==> config.mk <==
export PLATFORM = sky130hd
export DESIGN_NAME = i2s_frame_scheduler
export DESIGN_NICKNAME = d
export VERILOG_FILES = /design/src/rtl/i2s_frame_scheduler.sv
export SDC_FILE = /design/constraint.sdc
export NUM_CORES = 1
export LEC_CHECK = 0
export BUFFER_PORTS_ARGS = -buffer_cell sky130_fd_sc_hd__buf_4
export CAP_MARGIN = 5
export CELL_PAD_IN_SITES_DETAIL_PLACEMENT = 1
export CELL_PAD_IN_SITES_GLOBAL_PLACEMENT = 1
export CORE_MARGIN = 2
export CORE_UTILIZATION = 42
export DETAILED_ROUTE_END_ITERATION = 16
export PLACE_DENSITY_LB_ADDON = 0.15
export SYNTH_ARGS = -nofsm -noshare
export SYNTH_HDL_FRONTEND = slang
export SYNTH_SLANG_ARGS = --single-unit
==> constraint.sdc <==
create_clock -name clk -period 4.3 [get_ports clk]
set_input_delay 0.215 -clock clk [delete_from_list [all_inputs] [get_ports clk]]
set_output_delay 0.215 -clock clk [all_outputs]
set_load 0.01 [all_outputs]
==> src/rtl/i2s_frame_scheduler.sv <==
// i2s_frame_scheduler
//
// Drives the I2S transmitter's timing and supplies one mixed sample per frame.
// A clock divider produces the bit-clock enable, a 5-bit counter tracks the
// position inside the 32-bit frame, and once per frame a small FSM polls up to
// NUM_VOICES voices over req/ack, accumulates their samples, shifts and
// saturates the sum, and stages it for the next frame boundary.
//
// Ports:
//   clk            system clock (24.576 MHz)
//   rst            asynchronous active-low reset
//   voice_enable   per-voice mix enable, latched at frame start
//   voice_ack      per-voice data-valid acknowledge
//   voice_data     16-bit signed sample per voice, voice i at [16i+15:16i]
//   master_shift   arithmetic right shift of the sum, latched at frame start
//   voice_req      one-hot request to the voice currently polled
//   bit_clk_en     one-cycle enable for the transmitter bit clock
//   frame_start    one-cycle pulse on the bit_clk_en where bit_pos is 31
//   sample_out     mixed sample, stable for a whole frame
//   timeout_flags  sticky per-voice ack-timeout flags
//   late_mix       pulse when a frame starts before the mix has finished
module i2s_frame_scheduler #(
   parameter int unsigned CLK_DIV    = 16,
   parameter int unsigned NUM_VOICES = 4,
   parameter int unsigned TIMEOUT    = 64
) (
   input  logic                       clk,
   input  logic                       rst,
   input  logic [NUM_VOICES-1:0]      voice_enable,
   input  logic [NUM_VOICES-1:0]      voice_ack,
   input  logic [16*NUM_VOICES-1:0]   voice_data,
   input  logic [1:0]                 master_shift,
   output logic [NUM_VOICES-1:0]      voice_req,
   output logic                       bit_clk_en,
   output logic                       frame_start,
   output logic [15:0]                sample_out,
   output logic [NUM_VOICES-1:0]      timeout_flags,
   output logic                       late_mix
);

   localparam int unsigned DivW = $clog2(CLK_DIV);
   localparam int unsigned IdxW = $clog2(NUM_VOICES + 1);
   localparam int unsigned TmoW = $clog2(TIMEOUT + 1);

   typedef enum logic [2:0] {StIdle, StReq, StWait, StSat, StDone} state_e;

   state_e                   state_q, state_d;
   logic [DivW-1:0]          div_q;
   logic [4:0]               bit_pos_q;
   logic [IdxW-1:0]          idx_q;
   logic [TmoW-1:0]          tmo_q;
   logic signed [18:0]       acc_q;
   logic [NUM_VOICES-1:0]    en_q;
   logic [1:0]               shift_q;
   logic [15:0]              mix_q;

   logic [NUM_VOICES-1:0]    sel_onehot;
   logic                     sel_en;
   logic                     sel_ack;
   logic [15:0]              sel_data;
   logic                     idx_end;
   logic                     tmo_last;
   logic signed [18:0]       shifted;
   logic [15:0]              sat;

   // ---------------------------------------------------------------- timing
   assign bit_clk_en  = (div_q == DivW'(CLK_DIV - 1));
   assign frame_start = bit_clk_en && (bit_pos_q == 5'd31);

   always_ff @(posedge clk or negedge rst) begin
      if (!rst) begin
         div_q     <= '0;
         bit_pos_q <= 5'd31;
      end else begin
         div_q <= bit_clk_en ? '0 : div_q + DivW'(1);
         if (bit_clk_en) begin
            bit_pos_q <= bit_pos_q + 5'd1;
         end
      end
   end

   // ------------------------------------------------------- voice selection
   // idx_q may equal NUM_VOICES (end of poll), in which case nothing matches.
   always_comb begin
      sel_onehot = '0;
      sel_en     = 1'b0;
      sel_ack    = 1'b0;
      sel_data   = '0;
      for (int i = 0; i < int'(NUM_VOICES); i++) begin
         if (idx_q == IdxW'(i)) begin
            sel_onehot[i] = 1'b1;
            sel_en        = en_q[i];
            sel_ack       = voice_ack[i];
            sel_data      = voice_data[16*i +: 16];
         end
      end
   end

   assign idx_end  = (idx_q == IdxW'(NUM_VOICES));
   assign tmo_last = (tmo_q == TmoW'(TIMEOUT - 1));

   // Accumulator has 3 guard bits, enough for 8 full-scale voices.
   assign shifted = acc_q >>> shift_q;

   always_comb begin
      if (shifted > 19'sd32767) begin
         sat = 16'h7fff;
      end else if (shifted < -19'sd32768) begin
         sat = 16'h8000;
      end else begin
         sat = shifted[15:0];
      end
   end

   // ------------------------------------------------------------------- FSM
   always_ff @(posedge clk or negedge rst) begin
      if (!rst) begin
         state_q <= StIdle;
      end else begin
         state_q <= state_d;
      end
   end

   // A frame boundary always restarts the poll, finished or not.
   always_comb begin
      state_d = state_q;
      if (frame_start) begin
         state_d = StReq;
      end else begin
         case (state_q)
            StReq: begin
               if (idx_end) begin
                  state_d = StSat;
               end else if (sel_en) begin
                  state_d = StWait;
               end
            end
            StWait: begin
               if (sel_ack || tmo_last) begin
                  state_d = StReq;
               end
            end
            StSat:   state_d = StDone;
            default: state_d = state_q;
         endcase
      end
   end

   // Requests derive from state, so an async reset drops them at once.
   always_comb begin
      voice_req = (state_q == StWait) ? sel_onehot : '0;
      late_mix  = frame_start &&
                  ((state_q == StReq) || (state_q == StWait) || (state_q == StSat));
   end

   // -------------------------------------------------------------- datapath
   always_ff @(posedge clk or negedge rst) begin
      if (!rst) begin
         idx_q         <= '0;
         tmo_q         <= '0;
         acc_q         <= '0;
         en_q          <= '0;
         shift_q       <= '0;
         mix_q         <= '0;
         sample_out    <= '0;
         timeout_flags <= '0;
      end else if (frame_start) begin
         // The transmitter captures the old sample_out on this same edge.
         sample_out <= mix_q;
         acc_q      <= '0;
         idx_q      <= '0;
         en_q       <= voice_enable;
         shift_q    <= master_shift;
      end else begin
         case (state_q)
            StReq: begin
               if (!idx_end) begin
                  if (sel_en) begin
                     tmo_q <= '0;
                  end else begin
                     idx_q <= idx_q + IdxW'(1);
                  end
               end
            end
            StWait: begin
               if (sel_ack) begin
                  acc_q <= acc_q + {{3{sel_data[15]}}, sel_data};
                  idx_q <= idx_q + IdxW'(1);
               end else if (tmo_last) begin
                  timeout_flags <= timeout_flags | sel_onehot;
                  idx_q         <= idx_q + IdxW'(1);
               end else begin
                  tmo_q <= tmo_q + TmoW'(1);
               end
            end
            StSat:   mix_q <= sat;
            default: ;
         endcase
      end
   end

endmodule

After elaboration in Yosys (flattened, before gate mapping)

Index checks and enable logic that the tools add are counted.

Logic and storage cells: 97
Output and inout port bits: 27
Input bits: 76
Register bits after elaboration: 83

$lt $le $gt $ge: 2
Multiplexer cells: 39
Shift-type cells: 1
Reductions and logical operators: 17
Bitwise logic cells: 3
Eq/ne operators: 19
Add/sub/neg operators: 5

Operator list:

| cell                                                  | number |
|---|---|
| 2-to-1 mux 16 bit                                     | 6 |
| 2-to-1 mux 19 bit                                     | 3 |
| 2-to-1 mux 7 bit                                      | 4 |
| 2-to-1 mux 3 bit                                      | 9 |
| adder 19 bit                                          | 1 |
| > comparator 19 x 16 -> 1 bit (second input constant) | 1 |
| < comparator 19 x 16 -> 1 bit (second input constant) | 1 |
| >>> shifter 19 x 2 -> 19 bit                          | 1 |
| one-hot mux 7 bit (2 select lines)                    | 1 |
| equality test 3 x 2 -> 1 bit (second input constant)  | 4 |
| 2-to-1 mux 1 bit                                      | 12 |
| != test 3 bit (second input constant)                 | 3 |
| one-hot mux 3 bit (3 select lines)                    | 1 |
| 2-to-1 mux 4 bit                                      | 2 |
| != test 2 bit (second input constant)                 | 4 |
| != test 4 bit (second input constant)                 | 2 |
| AND reduction 4 bit                                   | 2 |
| adder 7 x 1 -> 7 bit (second input constant)          | 1 |
| equality test 7 x 6 -> 1 bit (second input constant)  | 1 |
| equality test 3 x 1 -> 1 bit (second input constant)  | 2 |
| one-hot mux 3 bit (2 select lines)                    | 1 |
| AND reduction 6 bit                                   | 1 |
| nonzero test 2 bit                                    | 3 |
| adder 5 x 1 -> 5 bit (second input constant)          | 1 |
| 14 further kinds                                      | 19 |

Logic depth before layout (Yosys ltp)

Gate-level depths: netlist of run 1.

Word-level depth: 9
Depth in mapped cells: 18
Mapped depth without buffers: 18

Worst setup path before layout of run 1

Ideal clock, no wire load.

Kind: reg-to-reg
From: register idx_q[1]
To: register acc_q[18]
Required time: 4.172 ns
Buffers on the path: 2
Stages on the path, launching flop included: 18
Period minus slack after synthesis: 3.444 ns
Data arrival time: 3.316 ns
Path slack: 0.856 ns
Library setup time: 0.128 ns
Path through: dfrtp_1 > inv_1 > ha_1 > nor2b_1 > clkbuf_1 > clkbuf_1 > a22oi_1 > nand2_1 > o21ai_0 > o21ai_0 > ha_1 > o211ai_1 > a21oi_1 > o21ai_1 > o21ai_1 > a221oi_2 > mux2i_1 > mux2_1

Word-level cells in the longest chain between the ends: 9
Elaborated cells between the ends (all ways): 18
Classes of those cells: add/sub (1); eq/ne (3); mux (11); reduce/logical (3)

Ends and longest elaborated chain:

| element                        | RTL line | RTL |
|---|---|---|
| start, declared                | 50       | `logic [IdxW-1:0] idx_q;` |
| start signal, assigned         | 181      | `idx_q <= idx_q + IdxW'(1);` |
| start signal, assigned         | 188      | `idx_q <= idx_q + IdxW'(1);` |
| start signal, assigned         | 191      | `idx_q <= idx_q + IdxW'(1);` |
| logical NOT 3 bit              | 90       | `if (idx_q == IdxW'(i)) begin` |
| 2-to-1 mux 16 bit (4 in a row) | 90       |  |
| adder 19 bit                   | 187      | `acc_q <= acc_q + {{3{sel_data[15]}}, sel_data};` |
| 2-to-1 mux 19 bit              | 186      | `if (sel_ack) begin` |
| 2-to-1 mux 19 bit              | 175      | `case (state_q)` |
| 2-to-1 mux 19 bit              | 167      | `end else if (frame_start) begin` |
| end signal, assigned           | 187      |  |
| end, declared                  | 52       | `logic signed [18:0] acc_q;` |

Parallel ways exist; a longest one is shown, timed or not. The select of a mux whose other input is x is not followed.
A chain may end at the register's enable or synchronous reset.

Worst setup path after layout of run 1

Same ends and word-level chain as after synthesis.

==> metrics.md, run 1 <==
| Metric | Value |
|---|---|
| Outcome | completed |
| Worst vdd ir | between 200 and 300 uV |
| Initial DRC count | approximately 240 |
| CP Max Fanout | 13 |
| Gpl congestion | ~0.88 |
| Grt total ovfl | 0 |
| Clk_lat worst skew | between 0.3 and 0.4 ns |
| Post-CTS Resized | 0 |
| Max Cap Viol | 0 |
| DP HPWL | between 10 and 15 mm |
| Drt pass-1 iters | 4 |
| ANT nets after route | 0 |
| Worst Reg-to-Reg Cells | 17 |
| DRC Markers | 0 |
| Met2 usage | approximately 40% |
| Worst min path class | in -> async |
| # rows | a little over 40 |
| Area grow syn2layout | 22.1% |
| Share of cells above drive strength 1 | between 20% and 30% |
| Wirelength per Cell | around 17 um |
| Most frequent cells in the layout | nand2_1 (127), buf_4 (110), dfrtp_1 (78) |
| Met3 Usage GRT | around 4% |
| Via count | approximately 4.7k |
| Initial antenna violation count | 0 |
| Clock Skew | 0.0146 ns |
| Largest net degree at the start of global routing | 84 |
| CTS root buf | clkbuf_16 |
| Mapped Area | 5300 um^2 |
| Startpoint types | flip-flop |
| Netlist cell types | 58 |
| Grt met1 use | between 20% and 30% |
| Main synth FF type | dfrtp_1 |
| CTS tree | built |
| WP data arrival | approximately 4.1 ns |
| Clk buf depth | 2 |
| Flop2flop setup slack | just under 0.4 ns |
| GR Util All Layers | a little under a quarter |
| PwrDens | between 600 and 700 nW/um^2 |
| Slew headroom | a little under a third |
| Synth Warn # | 0 |
| Max Clk Rate | ~260 MHz |
| Sequential fraction of the synthesis area | around two fifths |
| Area of the multi-input gates | roughly 3000 um^2 |
| TNS Setup | 0 ns |
| Vias/cell | about 5.5 |
| Final nets | 791 |
| CTS Buf Count | 9 |
| Worst path required time | 4.52 ns |
| Final period utilization | approximately nine tenths |
| Core Region | around 12000 um^2 |
| Most common cell after layout, fill and taps aside | nand2_1 |
| Syn Area/Cell | slightly below 9 um^2 |
| Hold Slack | between 0.05 and 0.06 ns |
| DIE HEIGHT | 116 um |
| Lkg Pwr | between 3 and 4 nW |
| Final Hold Fails | 0 |
| Global routing's busiest layer | met2 |
| Die Width | ~120 um |
| Vias in the first global route | around 5.0k |
| Initial Util | a little over two fifths |
| Critical Path Sink Type | flip-flop |
| Minimum clock period | slightly below 4 ns |
| Routed wire length | between 10 and 15 mm |
| Clock sinks | 83 |
| Die area | 13500 um^2 |
| Least-Margin Pin Slew | roughly 1.0 ns |
| Post-synth EDFFs | 0 |
| Mapped Cells | 598 |
| Buffer count from post-CTS setup fixing | 0 |
| CTS Hold Buffers Added | 0 |
| Clock slew at reported path FFs | 0.07 ns |
| Post-synth net total | ~700 |
| Port Buffer Count | 102 |
| Sequential cell area | 2080 um^2 |
| Post-synth ARST share | between 90% and 100% |
| Fillers | about 1.5k |
| Synth Register Bits | 83 |
| I/O pin cnt | 103 |
| Htree depth | 3 |
| Global-route wire length before repair | ~24 mm |
| Slew Limit Fails | 0 |
| WS Path Type | reg -> reg |
| RSZ-0062 raised after global routing | false |
| Final setup violation count | 0 |
| Ant. Diodes | 0 |
## metrics by stage
step / util (%) / worst slack, ns / power, mW / instance area (um^2) / std cells
final: 51.9 / 0.387 / 4.32 / 6470 / 863
after global routing: 51.9 / 0.0370 / 4.70 / 6470 / 863
after CTS: 51.9 / 0.412 / 4.33 / 6470 / 863
after detailed placement: 49.6 / 0.471 / 3.56 / 6180 / 847
after global placement: 49.6 / 0.568 / 3.42 / 6180 / 847
after floorplan: - / 0.856 / 2.91 / 5300 / 598
## path summary, 6_finish.rpt
path,from,endpoint
setup / recovery,idx_q[1],acc_q[18]
hold / removal,rst,tmo_q[3]
setup reg to reg,idx_q[1],acc_q[18]
hold reg to reg,timeout_flags[3],timeout_flags[3]
max in group asynchronous,rst,acc_q[3]
min in group clk,voice_enable[0],en_q[0]
## routing by layer
layer	share of wire [%]	vias to the layer above
li1	-	2283
met1	44	2302
met2	50	106
met3	3.8	19
met4	1.5	0
met5	0	-
## sequential cells by signal (all words and copies together) (netlist names)
name / count
shift_q: 2
tmo_q: 7
acc_q: 19
en_q: 4
bit_pos_q: 5
idx_q: 3
sample_out: 16
mix_q: 16
state_q: 3
div_q: 4
timeout_flags: 4
## logic make-up (layout without fill, tap and decap cells)
family	Yosys count	after routing	share of synthesized area, %
and+or+nand+nor	216	216	17.8
AOI/OAI and AO/OA	175	175	19.7
DFF	83	83	39.3
buffers and inverters	50	143	4.16
adders and majority gates	29	29	6.99
muxes	27	27	8.97
xor gates and xnor gates	18	18	2.98
## power by group
group	switching [mW]	internal, mW
sequential	0.243	0.979
combinational	1.33	1.01
clock	0.344	0.413
## worst max-delay path, stage by stage, from the launching register on
cell      delay, ns
dfrtp_1        0.40
inv_1          0.12
ha_1           0.29
nand2_1        0.11
nor2_1         0.20
buf_4          0.23
a22oi_1        0.11
nand2_1        0.07
o21ai_0        0.09
o21ai_0        0.24
ha_1           0.34
a21oi_1        0.20
nand2_1        0.08
o21ai_1        0.23
o21ai_1        0.17
a221oi_2       0.30
mux2i_1        0.26
mux2_1         0.34
## Yosys cell counts (7+ instances only)
cell / count / share of area (%)
a21o_1: 7 / 0.99
a21oi_1: 61 / 5.8
a22oi_1: 15 / 2.1
and3_1: 7 / 0.83
buf_2: 8 / 0.76
clkbuf_1: 21 / 1.5
dfrtp_1: 78 / 37
ha_1: 28 / 6.6
inv_1: 15 / 1.1
mux4_2: 15 / 6.4
nand2_1: 127 / 9.0
nor2_1: 42 / 3.0
nor2b_1: 7 / 0.83
o21ai_0: 51 / 4.8
o21ai_1: 13 / 1.2
xor2_1: 13 / 2.1
## layout make-up
type	instances	share of cell area, %
multi-input cells	465	46.3
flip-flops and latches	83	32.2
repair buffers	110	12.8
clock buffers	10	3.69
well taps	172	3.33
inverters	17	0.986
clock inverters	6	0.735
No activity file was read; power rests on OpenSTA's default activity.
==> run 2: changes to the inputs <==
--- a/config.mk
+++ b/config.mk
@@ -5,12 +5,13 @@
 export SDC_FILE = /design/constraint.sdc
 export NUM_CORES = 1
 export LEC_CHECK = 0
+export ABC_AREA = 1
 export BUFFER_PORTS_ARGS = -buffer_cell sky130_fd_sc_hd__buf_4
 export CAP_MARGIN = 5
 export CELL_PAD_IN_SITES_DETAIL_PLACEMENT = 1
 export CELL_PAD_IN_SITES_GLOBAL_PLACEMENT = 1
 export CORE_MARGIN = 2
-export CORE_UTILIZATION = 42
+export CORE_UTILIZATION = 40
 export DETAILED_ROUTE_END_ITERATION = 16
 export PLACE_DENSITY_LB_ADDON = 0.15
 export SYNTH_ARGS = -nofsm -noshare
==> run 2 against run 1 <==
Utilization shrank 2.7 points. Clock power grew 9.9%. Die area grew 11%. Critical endpoint is now acc_q[16]. Area after synthesis grew 6.3%. Cell area grew 5.1%. Non-clock buffer count shrank 6. Worst setup slack gained 0.37 ns. Clock skew shrank 0.0065 ns. Global-route usage grew 0.74 points.
==> metrics.md, run 2 <==
| Metric | Value |
|---|---|
| Share of cells above drive strength 1 | 17.2% (-7.1 points) |
| GR Util All Layers | 23.5% (+0.74 points) |
| Slew headroom | 26.2% (-4.8 points) |
| Top-area cell type share of the netlist area | 34.7% (-2.2 points) |
| TNS Setup | 0 ns (unchanged) |
| Initial DRC count | 241 (-0.41%) |
| CP Max Fanout | 19 (+6) |
| Critical Path Sink Type | flip-flop |
| Vias/cell | 5.19 (-5.0%) |
| Mapped Area | 5630 um^2 (+6.3%) |
| Max Cap Viol | 0 (unchanged) |
| DP HPWL | 13.3 mm (+19%) |
| Clk_lat worst skew | 0.34 ns (about the same) |
| Area of the multi-input gates | 3150 um^2 (+5.3%) |
| Port Buffer Count | 102 (unchanged) |
| Slew Limit Fails | 0 (unchanged) |
| Final nets | 993 (+26%) |
| Final Power | 1.74 mW (-60%) |
| Clock Skew | 0.00811 ns (-0.00649 ns) |
| Post-synth EDFFs | 0 (unchanged) |
| Sequential cell area | 2080 um^2 (unchanged) |
| Die area | 15000 um^2 (+11%) |
| Synth area leaders | dfrtp_1 (35%), nand2_1 (21%), ha_1 (6.2%), o21ai_0 (6.0%), inv_1 (3.8%) |
| Final period utilization | 82.3% (-8.7 points) |
| DRC Markers | 0 (unchanged) |
| Most common cell after layout, fill and taps aside | nand2_1 |
| Final setup violation count | 0 (unchanged) |
| Largest register FFs | 19 (unchanged) |
| Synth Register Bits | 83 (unchanged) |
| Fillers | 1793 (+20%) |
| PwrDens | 255 nW/um^2 (-62%) |
| WS Path Type | reg -> reg |
| Switch share | 22.1% (-22 points) |
| Lkg Pwr | 3.47 nW (+11%) |
| Startpoint types | flip-flop |
| CP bufs+invs | 4 (+2) |
| Vias in the first global route | 5832 (+17%) |
| Combinational share of power | 7.1% (-47 points) |
| CP max stage delay | 0.42 ns (+0.02 ns) |
| Sequential fraction of the synthesis area | 37.0% (-2.3 points) |
| Via count | 5565 (+18%) |
| Final Cell Area | 6800 um^2 (+5.1%) |
| Worst path required time | 4.53 ns (about the same) |
| DP Worst Slack | 0.824 ns (+0.352 ns) |
| Post-CTS Resized | 0 (unchanged) |
| Sequential Power Share | 45.0% (+17 points) |
| Outcome | completed |
| Post-synth top cells | nand2_1 (312), dfrtp_1 (78), o21ai_0 (67) |
| Initial Util | 40.7% (-1.8 points) |
| Worst vdd ir | 166 uV (-39%) |
| Crit-path cells | inv_1 > ha_1 > inv_1 > nor2_4 > inv_1 > a31oi_1 > o21ai_0 > ha_1 > inv_1 > fa_1 > o21bai_1 > nand2_1 > nand2_1 > nand2_1 > nand2_1 > nand2_1 > nand3_1 > nand2_1 |
| Final Hold Fails | 0 (unchanged) |
| DIE HEIGHT | 123 um (+5.5%) |
| Global-route wire length before repair | 28.1 mm (+16%) |
| Clock slew at reported path FFs | 0.06 ns (about the same) |
| Reg with most FFs | acc_q |
| Post-synth ARST share | 100% (unchanged) |
| Routed wire length | 17.1 mm (+15%) |
| Ant. Diodes | 0 (unchanged) |
| Biggest regs | acc_q x19, mix_q x16, sample_out x16 |
| # rows | 43 (+4.9%) |
| Die Width | 123 um (+5.5%) |
| Post-synth net total | 909 (+29%) |
| Worst Reg-to-Reg Cells | 18 (+1) |
| Htree depth | 3 (unchanged) |
| CP Depth | 18 (+1) |
| Minimum clock period | 3.54 ns (-0.372 ns) |
| CTS tree | built |
| I/O pin cnt | 103 (unchanged) |
| CP max stage cell | fa_1 |
| Grt total ovfl | 0 (unchanged) |
| Area grow syn2layout | 20.7% |
| Synth Warn # | 0 (unchanged) |
| Largest net degree at the start of global routing | 84 (unchanged) |
| Synth area leader | dfrtp_1 |
| Final Util | 49.2% (-2.7 points) |
| Final setup margin | 0.759 ns (+0.372 ns) |
| CTS root buf | clkbuf_16 |
| Clk buf depth | 2 (unchanged) |
| Int Power | 1.35 mW (-44%) |
| WP data arrival | 3.77 ns (-0.37 ns) |
| Mapped Cells | 804 (+34%) |
| Buffer count from post-CTS setup fixing | 0 (unchanged) |
| Netlist cell types | 39 (-33%) |
| RSZ-0062 raised after global routing | false |
| Wirelength per Cell | 15.9 um (-7.6%) |
| Main synth FF type | dfrtp_1 |
| Drt pass-1 iters | 4 (unchanged) |
| CTS Buf Count | 9 (unchanged) |
| Crit-path leading delay family | adder cells |
| Clock sinks | 83 (unchanged) |
| Clock power share | 47.9% (+30 points) |
| ANT nets after route | 0 (unchanged) |
| Least-Margin Pin Slew | 1.11 ns (+0.0726 ns) |
| Net Sw Power | 0.384 mW (-80%) |
| Most frequent cells in the layout | nand2_1 (312), buf_4 (104), dfrtp_1 (78) |
| Most frequent cell after synthesis | nand2_1 |
| CTS Hold Buffers Added | 0 (unchanged) |
| Worst min path class | in -> async |
| Top cell by count, worst path | nand2_1 |
| Gpl congestion | 0.921 (+4.7%) |
| Core Region | 13800 um^2 (+11%) |
| Initial antenna violation count | 0 (unchanged) |
| Max Clk Rate | 282 MHz (+11%) |
| Syn Area/Cell | 7.01 um^2 (-21%) |
| Placed inst area | 6490 um^2 (+4.9%) |
## run 2: cell types whose count changed after synthesis, moves of 15 or more
cell / previous run / this run
nand2_1: 127 / 312
nand3_1: 6 / 30
mux4_2: 15 / 0
a21oi_1: 61 / 19
o21ai_0: 51 / 67
a22oi_1: 15 / 0
inv_1: 15 / 57
a31oi_1: 5 / 29
## run 2: path summary, 6_finish.rpt
| check | start | to | slack, ns |
|---|---|---|---|
| hold reg to reg | mix_q[0] | sample_out[0] | 0.48 |
| hold / removal | rst | sample_out[13] | 0.07 |
| setup reg to reg | idx_q[1] | acc_q[16] | 0.76 |
| max in group asynchronous | rst | acc_q[15] | 3.51 |
| min in group clk | voice_enable[2] | en_q[2] | 0.07 |
| setup / recovery | idx_q[1] | acc_q[16] | 0.76 |
## run 2: power groups by stage
stage | Sequential [mW] | Clock, mW | Combinational, mW
floorplan | 0.796 | 0 | 0.0385
global route | 0.780 | 0.883 | 0.135
CTS | 0.781 | 0.851 | 0.125
detailed placement | 0.795 | 0 | 0.125
finish | 0.781 | 0.831 | 0.124
global placement | 0.795 | 0 | 0.122
## run 2: area by class of cell
class / count / share of cell area, %
well taps: 180 / 3.31
clock inverters: 4 / 1.10
flip-flops and latches: 83 / 30.6
multi-input cells: 625 / 46.4
clock buffers: 12 / 3.48
repair buffers: 104 / 11.5
inverters: 65 / 3.61
## run 2: per-stage QoR
step	cells	hold slack [ns]
2_1_floorplan	804	-0.0806
6_report	1073	0.0688
3_5_place_dp	1057	0.424
3_3_place_gp	1057	0.409
5_1_grt	1073	0.0659
4_1_cts	1073	0.0593
## run 2: cell families after synthesis
logic type | count (synthesis) | synth area share (%)
AOI/OAI and AO/OA | 151 | 15.3
xor gates and xnor gates | 17 | 2.64
adders and majority gates | 29 | 6.57
buffers and inverters | 96 | 7.06
DFF | 83 | 37.0
muxes | 1 | 0.178
and+or+nand+nor | 427 | 31.3
## run 2: routing by layer
layer	vias to the layer above	share of wire, %	global-route usage (%)
li1	2794	-	-
met1	2651	47	30.8
met2	102	48	40.1
met3	18	3.3	3.72
met4	0	1.7	6.18
met5	-	0	0
